File: src/rtl/seq_subtractor_64bit_pkg.sv
// Shared constants and FSM encoding for the byte-serial 64-bit subtractor.
package seq_subtractor_64bit_pkg;
   localparam int WIDTH  = 64;
   localparam int SLICE  = 8;
   localparam int NSLICE = WIDTH / SLICE;
   localparam int IDX_W  = $clog2(NSLICE);
   localparam int SEL_W  = $clog2(WIDTH);

   typedef enum logic [1:0] {
      IDLE = 2'd0,
      RUN  = 2'd1,
      DONE = 2'd2
   } state_t;

   // Bit offset of byte slice idx within the 64-bit word.
   function automatic logic [SEL_W-1:0] slice_lsb(input logic [IDX_W-1:0] idx);
      return {idx, 3'b000};
   endfunction
endpackage

File: src/rtl/seq_subtractor_64bit_sub.sv
// 8-bit ripple-borrow subtractor: d = a - b - bin, bout set on underflow.
module ripple_sub_8bit (
   input  logic [7:0] a,
   input  logic [7:0] b,
   input  logic       bin,
   output logic [7:0] d,
   output logic       bout
);
   logic [8:0] w_brw;

   assign w_brw[0] = bin;

   for (genvar i = 0; i < 8; i++) begin : g_fs
      logic w_x;
      assign w_x          = a[i] ^ b[i];
      assign d[i]         = w_x ^ w_brw[i];
      assign w_brw[i+1]   = (~a[i] & b[i]) | (~w_x & w_brw[i]);
   end

   assign bout = w_brw[8];
endmodule

File: src/rtl/seq_subtractor_64bit.sv
// Byte-serial 64-bit subtractor: one 8-bit slice per clock, borrow carried in a register.
module seq_subtractor_64bit
   import seq_subtractor_64bit_pkg::*;
(
   input  logic             clk,
   input  logic             rst,
   input  logic             start,
   input  logic [WIDTH-1:0] A,
   input  logic [WIDTH-1:0] B,
   output logic [WIDTH-1:0] diff,
   output logic             borrow,
   output logic             overflow,
   output logic             busy,
   output logic             done
);
   state_t           r_state;
   logic [IDX_W-1:0] r_idx;
   logic [WIDTH-1:0] r_a;
   logic [WIDTH-1:0] r_b;
   logic             r_bin;
   logic [WIDTH-1:0] r_diff;
   logic             r_borrow;
   logic             r_ovf;
   logic             r_busy;
   logic             r_done;

   logic [SEL_W-1:0] w_sel;
   logic [SLICE-1:0] w_a_byte;
   logic [SLICE-1:0] w_b_byte;
   logic [SLICE-1:0] w_d;
   logic             w_bout;
   logic             w_accept;
   logic             w_last;

   assign w_sel    = slice_lsb(r_idx);
   assign w_a_byte = r_a[w_sel +: SLICE];
   assign w_b_byte = r_b[w_sel +: SLICE];
   // start is only honoured when no subtraction is in flight
   assign w_accept = start && (r_state != RUN);
   assign w_last   = (r_idx == IDX_W'(NSLICE - 1));

   ripple_sub_8bit u_slice (
      .a    (w_a_byte),
      .b    (w_b_byte),
      .bin  (r_bin),
      .d    (w_d),
      .bout (w_bout)
   );

   always_ff @(posedge clk or posedge rst) begin
      if (rst) begin
         r_state  <= IDLE;
         r_idx    <= '0;
         r_a      <= '0;
         r_b      <= '0;
         r_bin    <= 1'b0;
         r_diff   <= '0;
         r_borrow <= 1'b0;
         r_ovf    <= 1'b0;
         r_busy   <= 1'b0;
         r_done   <= 1'b0;
      end else if (w_accept) begin
         r_state  <= RUN;
         r_idx    <= '0;
         r_a      <= A;
         r_b      <= B;
         r_bin    <= 1'b0;
         r_diff   <= '0;
         r_borrow <= 1'b0;
         r_ovf    <= 1'b0;
         r_busy   <= 1'b1;
         r_done   <= 1'b0;
      end else begin
         case (r_state)
            RUN: begin
               r_diff[w_sel +: SLICE] <= w_d;
               r_bin                  <= w_bout;
               r_idx                  <= r_idx + IDX_W'(1);
               if (w_last) begin
                  // Final slice: w_d[7] is the result MSB being written this edge.
                  r_state  <= DONE;
                  r_borrow <= w_bout;
                  r_ovf    <= (r_a[WIDTH-1] ^ r_b[WIDTH-1]) & (w_d[SLICE-1] ^ r_a[WIDTH-1]);
                  r_busy   <= 1'b0;
                  r_done   <= 1'b1;
               end
            end
            DONE: begin
               r_state <= IDLE;
               r_done  <= 1'b0;
            end
            default: begin
               r_state <= IDLE;
               r_done  <= 1'b0;
            end
         endcase
      end
   end

   assign diff     = r_diff;
   assign borrow   = r_borrow;
   assign overflow = r_ovf;
   assign busy     = r_busy;
   assign done     = r_done;
endmodule

File: config.mk
export PLATFORM = sky130hd
export DESIGN_NAME = seq_subtractor_64bit
export DESIGN_NICKNAME = d
export VERILOG_FILES = /design/src/rtl/seq_subtractor_64bit_pkg.sv /design/src/rtl/seq_subtractor_64bit_sub.sv /design/src/rtl/seq_subtractor_64bit.sv
export SDC_FILE = /design/constraint.sdc
export NUM_CORES = 1
export LEC_CHECK = 0
export CAP_MARGIN = 40
export CORE_MARGIN = 8
export CORE_UTILIZATION = 40
export CTS_CLUSTER_DIAMETER = 120
export DETAILED_ROUTE_END_ITERATION = 16
export GPL_ROUTABILITY_DRIVEN = 0
export PLACE_DENSITY = 0.77
export SYNTH_ARGS = -nofsm -noshare
export SYNTH_HDL_FRONTEND = slang
export SYNTH_SLANG_ARGS = --single-unit
File: constraint.sdc
create_clock -name clk -period 9.55 [get_ports clk]
set_input_delay 1.91 -clock clk [delete_from_list [all_inputs] [get_ports clk]]
set_output_delay 1.91 -clock clk [all_outputs]
set_load 0.1 [all_outputs]
==> metrics.txt <==
Root Buffer=clkbuf_16; global-route wire length before repair=40100 µm; Vias/cell=5.22; Worst-path clk slew=60 ps; fmax=0.160 GHz; Synth area leader=dfrtp_1; P&R area growth vs syn=46.5%; critical path capture point type=register; setup TNS=0 ps; Chip Width=167 µm; syn avg cell area=14.5 µm²; Slew HR=0.421; Buffers on Ports=198; Hold Crit Start=busy; io pins=199; ANT cells=0; critical path type=register to register; largest net degree at the start of global routing=112; Final setup viols=0; Worst Path Arrival=6710 ps; H-Tree Depth=1; DP Area=12600 µm²; CTS max path bufs=3; post-synth top area share=0.552; DP HPWL=18800 µm; syn nets=772; dpl ws=3250 ps; DRT Wirelength=25200 µm; Routed Antenna Nets=0; post-synthesis register bit count=201; Worst setup SP type=register; Rows=55; R2R Path Start=r_idx[0]; fin nets=1025; Remaining DRCs=0; Syn. warnings=0; Min Hold Slack=482 ps; layout cell share with drive strength beyond 1=0.299; skew final=21.2 ps; first drt pass iteration count=4; via count=6164; Tot GR Track Use=0.180; outcome=complete, no violations; Initial Util=0.405; clock tree sinks=201; core area=22500 µm²; CP startpoint=r_idx[0]; TritonCTS buffer count=23; maxcap violations=0; CP required=10000 ps; final worst slack=3290 ps; crit-path max FO=24; CTS resizes=0; ranking of synthesized cells by area=dfrtp_1 55%, mux2_2 15%, mux2i_1 7.9%; post-DR wirelength/cell=21.3 µm; Hold Violations, Final=0; fin area=13300 µm²; RSZ-0062 raised after global routing=no; Overflow after GRT=0; Die ar.=27900 µm²; minimum clock period=6260 ps; Max Slew Vio Count=0; CTS tree=done; initial drt markers=468; distinct cell type count after synthesis=34; post-CTS setup buffer count=0; die height=167 µm; initial antenna violation count=0; cts-stage hold buffer count=0; area of the mapped netlist=9110 µm²; clk_lat worst skew=520 ps; vias in the first global route=6975; period utilization=0.655; Seq/Total Area, Yosys=0.552; Gate Count Post-Synth=629; worst slew pin tran=869 ps; HP Class=register to register
-- routing by layer --
metal  track usage  wire, µm
met4        0.0407       495
met5             0         0
met2         0.312     12700
met3        0.0395      1330
met1         0.227     10600
-- area by class of cell --
cell class / count / area, µm²
multi-input cells: 368 / 3740
well taps: 285 / 357
clock buffers: 34 / 667
repair buffers: 274 / 3420
fillers: 1709 / 9160
inverters: 14 / 60.1
clock inverters: 5 / 68.8
flip-flops and latches: 201 / 5030
-- through the flow --
stage | std cells | util
detailed placement | 1142 | 0.560
global placement | 1070 | 0.498
CTS | 1181 | 0.593
global route | 1181 | 0.593
finish | 1181 | 0.593
floorplan | 629 | -
-- sequential cells by signal, indices dropped and copies added, names as in the netlist --
register	flops
overflow	1
r_a	64
r_b	64
busy	1
borrow	1
diff	64
r_state	1
r_bin	1
r_idx	3
done	1
-- cell families after synthesis --
family | count (synthesis) | synth area share
flip-flops | 201 | 0.552
AND/OR/NAND/NOR | 53 | 0.0295
adder cells (fa/ha/maj) | 12 | 0.0231
buffers and inverters | 60 | 0.0379
multiplexers | 232 | 0.317
AO/OA/AOI/OAI | 71 | 0.0406
-- worst paths after layout --
kind | to | slack (ps) | depth (start not counted)
max | overflow | 3290 | 15
min | busy | 480 | 2
max reg2reg | overflow | 3290 | 15
min reg2reg | busy | 480 | 2
max in group asynchronous | r_idx[0] | 6350 | 5
min in group asynchronous | diff[4] | 1730 | 2
-- synth_stat cells (all sizes together) --
master and count:
nand4b 2, fa 8, nand2b 1, inv 14, mux2i 72, a21o 1
buf 32, and4b 1, nor3b 1, and2b 1, nand2 30, clkbuf 14
a31o 2, and3 1, ha 4, nor2b 1, mux2 128, nand3 1
nor4b 1, a21oi 1, o31ai 2, nor2 6, o21ai 65, mux4 32
or3b 1, dfrtp 201, nand3b 5, and4bb 1
-- critical path, stage by stage (launching register included) --
cell and delay, ps:
dfrtp_2 620, buf_4 500, mux4_2 570, mux2i_1 180, fa_1 210, inv_1 60, fa_1 450, fa_1 460
fa_1 460, fa_1 470, fa_1 470, fa_1 460, fa_1 540, or3b_2 460, a21oi_1 140, a31o_2 120
-- cells in the final DEF (no fill, tap or decap), types with 2 or more instances in the layout --
master	instances
clkbuf_16	23
buf_4	4
dfrtp_1	199
o31ai_1	2
mux4_2	31
mux2i_1	72
buf_12	2
nand3b_1	5
inv_1	11
mux2_2	118
nor2_1	6
clkdlybuf4s50_1	198
ha_1	4
clkbuf_8	5
nand2_1	29
buf_8	45
clkbuf_1	6
buf_16	25
o21ai_0	65
dfrtp_2	2
nand4b_1	2
fa_1	8
mux2_1	10
inv_2	2
a31o_2	2
clkinv_2	2
Power is not shown: default switching activity piles up to over one toggle a cycle in this logic, so the estimate is an artifact.
